## src/rtl/icon_loader_pkg.sv

```systemverilog
`default_nettype none
// ============================================================================
// Module      : icon_loader_pkg
// Description : Shared constants for the RojoBot icon path. The icon loader,
//               the icon draw logic and the icon RAM (depth BLANK_ADDR+1) all
//               take their geometry and the blank-pixel location from here.
//               Also holds the loader state encoding.
// Contents    : ICON_WIDTH, ICON_HEIGHT  - icon geometry in pixels
//               BLANK_ADDR               - RAM word read for off-icon pixels
//               TRANSPARENT              - colour code treated as see-through
//               state_t                  - loader FSM state encoding
// Revision    : 1.0 - initial release
// ============================================================================
package icon_loader_pkg;

  localparam int ICON_WIDTH  = 15;
  localparam int ICON_HEIGHT = 15;

  localparam logic [7:0] BLANK_ADDR  = 8'd226;
  localparam logic [7:0] TRANSPARENT = 8'h00;

  typedef enum logic [1:0] {
    ST_IDLE  = 2'd0,
    ST_LOAD  = 2'd1,
    ST_BLANK = 2'd2,
    ST_DONE  = 2'd3
  } state_t;

endpackage : icon_loader_pkg
`default_nettype wire

```

## src/rtl/icon_loader_raster_ctr.sv

```systemverilog
`default_nettype none
// ============================================================================
// Module      : icon_raster_ctr
// Description : Raster-order pixel position counter. Tracks column and row,
//               and keeps the linear RAM index as a running count alongside
//               them so no multiplier is needed. Wraps to (0,0) after the last
//               pixel of the icon.
// Ports       : clk    in   system clock
//               reset  in   asynchronous reset, active-high
//               clr    in   synchronous clear back to pixel 0
//               en     in   advance one pixel
//               index  out  linear index row*WIDTH+col of the current pixel
//               last   out  current pixel is the final one of the icon
// Revision    : 1.0 - initial release
// ============================================================================
module icon_raster_ctr #(
  parameter int WIDTH  = 15,
  parameter int HEIGHT = 15
) (
  input  logic       clk,
  input  logic       reset,
  input  logic       clr,
  input  logic       en,
  output logic [7:0] index,
  output logic       last
);

  localparam logic [7:0] c_COL_MAX = 8'(WIDTH - 1);
  localparam logic [7:0] c_ROW_MAX = 8'(HEIGHT - 1);

  logic [7:0] r_col;
  logic [7:0] r_row;
  logic [7:0] r_index;
  logic       w_col_end;
  logic       w_last;

  assign w_col_end = (r_col == c_COL_MAX);
  assign w_last    = w_col_end && (r_row == c_ROW_MAX);

  always_ff @(posedge clk or posedge reset) begin
    if (reset) begin
      r_col   <= 8'd0;
      r_row   <= 8'd0;
      r_index <= 8'd0;
    end else if (clr) begin
      r_col   <= 8'd0;
      r_row   <= 8'd0;
      r_index <= 8'd0;
    end else if (en) begin
      if (w_col_end) begin
        r_col <= 8'd0;
        r_row <= (r_row == c_ROW_MAX) ? 8'd0 : r_row + 8'd1;
      end else begin
        r_col <= r_col + 8'd1;
      end
      // The linear index follows the raster walk directly, so it only needs
      // to restart when the whole icon has been traversed.
      r_index <= w_last ? 8'd0 : r_index + 8'd1;
    end
  end

  assign index = r_index;
  assign last  = w_last;

endmodule : icon_raster_ctr
`default_nettype wire

```

## src/rtl/icon_loader.sv

```systemverilog
`default_nettype none
// ============================================================================
// Module      : icon_loader
// Description : Streams 8-bit colour codes from the CPU I/O port into write
//               port A of the dual-port icon RAM in raster order, then writes
//               the transparent colour to BLANK_ADDR. The draw side (port B)
//               is not touched.
// Ports       : clk        in   system clock
//               reset      in   asynchronous reset, active-high
//               start      in   1-cycle pulse: begin or restart a load
//               pix_data   in   colour code of the next pixel
//               pix_valid  in   pix_data valid this cycle
//               pix_ready  out  loader accepts pix_data this cycle
//               ram_we     out  icon RAM write enable
//               ram_addr   out  icon RAM write address
//               ram_din    out  icon RAM write data
//               busy       out  load in progress
//               done       out  sticky load-complete flag, cleared by start
//               pix_count  out  pixels accepted in the current load
// Revision    : 1.0 - initial release
// ============================================================================
module icon_loader
  import icon_loader_pkg::*;
(
  input  logic       clk,
  input  logic       reset,
  input  logic       start,
  input  logic [7:0] pix_data,
  input  logic       pix_valid,
  output logic       pix_ready,
  output logic       ram_we,
  output logic [7:0] ram_addr,
  output logic [7:0] ram_din,
  output logic       busy,
  output logic       done,
  output logic [7:0] pix_count
);

  state_t     r_state;
  logic       r_pix_ready;
  logic       r_ram_we;
  logic [7:0] r_ram_addr;
  logic [7:0] r_ram_din;
  logic       r_busy;
  logic       r_done;
  logic [7:0] r_pix_count;

  logic       w_xfer;
  logic [7:0] w_index;
  logic       w_last;

  // A start pulse takes priority over a simultaneous handshake: the pixel
  // offered on that edge is dropped rather than written at the old address.
  assign w_xfer = pix_valid && r_pix_ready && !start;

  icon_raster_ctr #(
    .WIDTH  (ICON_WIDTH),
    .HEIGHT (ICON_HEIGHT)
  ) u_raster_ctr (
    .clk   (clk),
    .reset (reset),
    .clr   (start),
    .en    (w_xfer),
    .index (w_index),
    .last  (w_last)
  );

  always_ff @(posedge clk or posedge reset) begin
    if (reset) begin
      r_state     <= ST_IDLE;
      r_pix_ready <= 1'b0;
      r_ram_we    <= 1'b0;
      r_ram_addr  <= 8'd0;
      r_ram_din   <= 8'd0;
      r_busy      <= 1'b0;
      r_done      <= 1'b0;
      r_pix_count <= 8'd0;
    end else begin
      // Write strobe is a single-cycle pulse; address and data simply hold.
      r_ram_we <= 1'b0;

      if (start) begin
        // Valid from any state, including aborting an active load. A write
        // already on the RAM port this cycle still lands.
        r_state     <= ST_LOAD;
        r_pix_ready <= 1'b1;
        r_busy      <= 1'b1;
        r_done      <= 1'b0;
        r_pix_count <= 8'd0;
      end else begin
        unique case (r_state)
          ST_IDLE: begin
            r_state <= ST_IDLE;
          end

          ST_LOAD: begin
            if (w_xfer) begin
              r_ram_we    <= 1'b1;
              r_ram_addr  <= w_index;
              r_ram_din   <= pix_data;
              r_pix_count <= r_pix_count + 8'd1;
              if (w_last) begin
                r_state     <= ST_BLANK;
                r_pix_ready <= 1'b0;
              end
            end
          end

          ST_BLANK: begin
            r_ram_we   <= 1'b1;
            r_ram_addr <= BLANK_ADDR;
            r_ram_din  <= TRANSPARENT;
            r_state    <= ST_DONE;
            r_busy     <= 1'b0;
            r_done     <= 1'b1;
          end

          ST_DONE: begin
            r_state <= ST_DONE;
          end

          default: begin
            r_state     <= ST_IDLE;
            r_pix_ready <= 1'b0;
            r_busy      <= 1'b0;
          end
        endcase
      end
    end
  end

  assign pix_ready = r_pix_ready;
  assign ram_we    = r_ram_we;
  assign ram_addr  = r_ram_addr;
  assign ram_din   = r_ram_din;
  assign busy      = r_busy;
  assign done      = r_done;
  assign pix_count = r_pix_count;

endmodule : icon_loader
`default_nettype wire
```

## config.mk

```make
export PLATFORM = sky130hd
export DESIGN_NAME = icon_loader
export DESIGN_NICKNAME = d
export VERILOG_FILES = /design/src/rtl/icon_loader_pkg.sv /design/src/rtl/icon_loader_raster_ctr.sv /design/src/rtl/icon_loader.sv
export SDC_FILE = /design/constraint.sdc
export NUM_CORES = 1
export LEC_CHECK = 0
export ABC_AREA = 1
export BUFFER_PORTS_ARGS = -buffer_cell sky130_fd_sc_hd__buf_2
export CAP_MARGIN = 40
export CORE_MARGIN = 2
export CORE_UTILIZATION = 45
export DETAILED_ROUTE_END_ITERATION = 16
export HOLD_SLACK_MARGIN = 0.12
export PLACE_DENSITY = 0.7
export SYNTH_ARGS = -nofsm -noshare
export SYNTH_HDL_FRONTEND = slang
export SYNTH_SLANG_ARGS = --single-unit
```

## constraint.sdc

```tcl
create_clock -name clk -period 1.39 [get_ports clk]
set_input_delay 0.139 -clock clk [delete_from_list [all_inputs] [get_ports clk]]
set_output_delay 0.139 -clock clk [all_outputs]
set_load 0.005 [all_outputs]
```

==> flow_summary_export.csv <==
group,metric,value,unit
worst_setup_path,startpoint,"r_state[1]",
pwr,power-per-cell-area,1400,nW/um2
run_status,violations,"negative setup slack",
layout,regArea,1350,um2
logic_synthesis,yosys-top-cells-count,"nand2_1, dfrtp_1, nor2_1",
logic_synthesis,synth_seq_area_share,47.8,%
global_routing,track_usage,19.8,%
route,ant_nets,0,
floorplan,std_cell_rows,28,
worst_setup_path,worst_setup_path_end_kind,"flip-flop",
global_routing,grt_max_degree,41,
pwr,irDropWorstVdd,1.07,mV
logic_synthesis,syn_avg_cell_area,8.24,um2
global_routing,first_global_vias,2491,
cts,htree_levels,2,
cts,path_clk_slew,0.10,ns
route,dr_wl_met3,234,um
layout,drive_above_1_share,31.7,%
layout,multiInputGateArea,1430,um2
floorplan,core_area,5990,um2
timing,maxSlewViolCount,0,
cts,cts_num_sinks,54,
floorplan,ioPinCount,40,
logic_synthesis,synth_edf_count,0,
worst_setup_path,start_kind,"flip-flop",
worst_setup_path,cp_max_fo,8,
floorplan,die_x,83.3,um
cts,clock_path_buffers,2,
floorplan,die_area,6930,um2
placement,numPortBuffers,39,
timing,hold_ws,0.172,ns
global_routing,grt.overflow.total,0,
route,num_vias,2559,
pwr,fin_total_pwr,5.33,mW
worst_setup_path,cp.required,1.64,ns
route,drt-total-wl,6700,um
timing,finalCritPeriodShare,104,%
layout,design_area,3800,um2
route,top_layer,"met4",
logic_synthesis,synth_cells,343,
logic_synthesis,syn_area,2830,um2
placement,hpwl,4350,um
timing,hold_viol,0,
flow_run,drv_cap,0,
route,drtIter0Drc,167,
worst_hold_path,holdCritStartpoint,"start",
placement,placed_cell_area,3280,um2
logic_synthesis,netlist.area_leader.share,47.8,%
route,drc,0,
layout,post-route-util,63.5,%
worst_hold_path,hold_class,"in -> reg",
logic_synthesis,synthTopCellsByArea,"dfrtp_1, nand2_1, nand3_1",
timing,fin_setup_tns,-0.543,ns
timing,rsz0062_at_grt,"true",
logic_synthesis,yosysMostFrequentCell,"nand2_1",
placement,dp.cells,473,
timing,worst_slack,-0.0542,ns
logic_synthesis,synth-seq-cells,54,
worst_setup_path,crit-reg2reg-launch,"r_state[1]",
worst_setup_path,arrival,1.70,ns
timing,setup_viol,20,
floorplan,die_h,83.3,um
cts,clockRootBuffer,"clkbuf_8",
placement,gp_routability_congestion,0.803,
logic_synthesis,yosys.area.top_type,"dfrtp_1",
route,routed-wl-met2,3440,um
worst_setup_path,critPathKind,"reg -> reg",
layout,diodes,0,
logic_synthesis,synth_fp_nets,364,
global_routing,grt_pass1_wl,11500,um
logic_synthesis,synthArstFlopShare,100,%
timing,post-route-min-period,1.44,ns
cts,clock_latency,0.31,ns
layout,area_growth,34.6,%
cts,numCtsBuffers,5,
route,met1_length,2960,um
pwr,leakage,1.85,nW
logic_synthesis,ys_dominant_reg_cell,"dfrtp_1",
placement,post-place-ws,-0.0810,ns
layout,final_net_count,446,
logic_synthesis,yosysUniqueCellTypes,33,
timing,skew,0.00835,ns
timing,slew-limit-headroom,76.0,%
cts,cts_tree,"yes",
floorplan,start_util,47.2,%
layout,final_cells,501,
timing,fmax,692,MHz
layout,fillers,487,
route,dr.pass1.iters,4,
global_routing,antenna_found_initial,0,
logic_synthesis,synth-warning-count,0,
route,via_per_inst,5.11,
run_status,status,"complete, but fails checks",
timing,tightest_slew,0.359,ns
route,detail_route.wl_per_cell,13.4,um
timing repair:
item | CTS | global route
hold buffers | 9 | 0
resized for setup | 20 | 35
pin swaps | 2 | 6
endpoints found under the hold margin | 22 | 0
setup endpoints to repair | 27 | 46
gates cloned | 2 | 0
buffers inserted | 3 | 6
area by class of cell:
type | count | area share (%)
inverter | 40 | 4.31
clock inverter | 3 | 0.625
tap | 75 | 2.47
timing repair buffer | 82 | 17.7
sequential | 54 | 35.5
multi-input combinational | 242 | 37.5
clock buffer | 5 | 1.81
worst paths after layout:
| path | slack, ns | cells past startpoint | end |
|---|---|---|---|
| worst min-delay path | 0.17 | 3 | done |
| worst min register to register | 0.48 | 2 | busy |
| worst max register to register | -0.05 | 8 | ram_addr[4] |
| max in group asynchronous | 0.54 | 4 | pix_count[2] |
| worst max-delay path | -0.05 | 8 | ram_addr[4] |
| min in group asynchronous | 0.33 | 3 | u_raster_ctr.index[2] |
state kept, by name, summed over array words and instances (netlist names):
name,count
pix_ready,1
r_state,2
ram_addr,8
pix_count,8
u_raster_ctr.index,8
u_raster_ctr.r_row,8
ram_we,1
busy,1
ram_din,8
u_raster_ctr.r_col,8
done,1
layer usage:
| metal | up-vias | GRT usage [%] |
|---|---|---|
| li1 | 1280 | - |
| met1 | 1213 | 25.6 |
| met2 | 58 | 34.9 |
| met3 | 8 | 3.58 |
| met4 | 0 | 3.87 |
| met5 | - | 0 |
critical path, cell delays in order, from the launching register on:
cell     delay, ns
dfrtp_1       0.39
inv_2         0.08
ha_4          0.27
nand2_4       0.06
a21oi_4       0.20
buf_12        0.15
buf_16        0.12
nand3_2       0.05
o21ai_1       0.07
cells by family (layout without fill, tap and decap cells):
logic type / after synthesis / in the layout / share of synthesized area, %
AND/OR/NAND/NOR: 184 / 184 / 30.2
adder cells (fa/ha/maj): 9 / 9 / 3.98
buffers and inverters: 47 / 130 / 7.21
flip-flops: 54 / 54 / 47.8
AO/OA/AOI/OAI: 41 / 41 / 8.36
XOR/XNOR: 8 / 8 / 2.48
placed cells by master, fill, tap and decap left out, types with 3 or more instances in the layout:
master         synthesis  final
nor2_4                 2      3
clkbuf_8               0      5
buf_6                  0      5
o21ai_1               10      9
ha_1                   9      5
nor2_1                47     39
a21oi_1                9      6
buf_4                  2     21
xnor2_1                3      3
nand4_1               11     11
inv_2                  3      4
a21oi_4                1      3
dlygate4sd3_1          0      9
clkinvlp_4             0      3
a31oi_1                3      3
o21bai_1               4      4
buf_2                  3     39
buf_12                 0      6
nand2_2                3      6
o21ai_2                0      6
nor2_2                 2      9
inv_4                  2      4
nand2_1               69     65
nand3_2                2      6
dfrtp_1               54     53
inv_1                 35     31
nand2_4                2      3
xor2_1                 5      5
nand3_1               40     36
o21ai_0               11      6
power by group:
group          internal (mW)  switching (mW)
Combinational           1.17            1.17
Sequential              1.88           0.201
Clock                  0.362           0.558
Total                   3.41            1.93
Note: power is estimated with default switching activity, not from simulation.
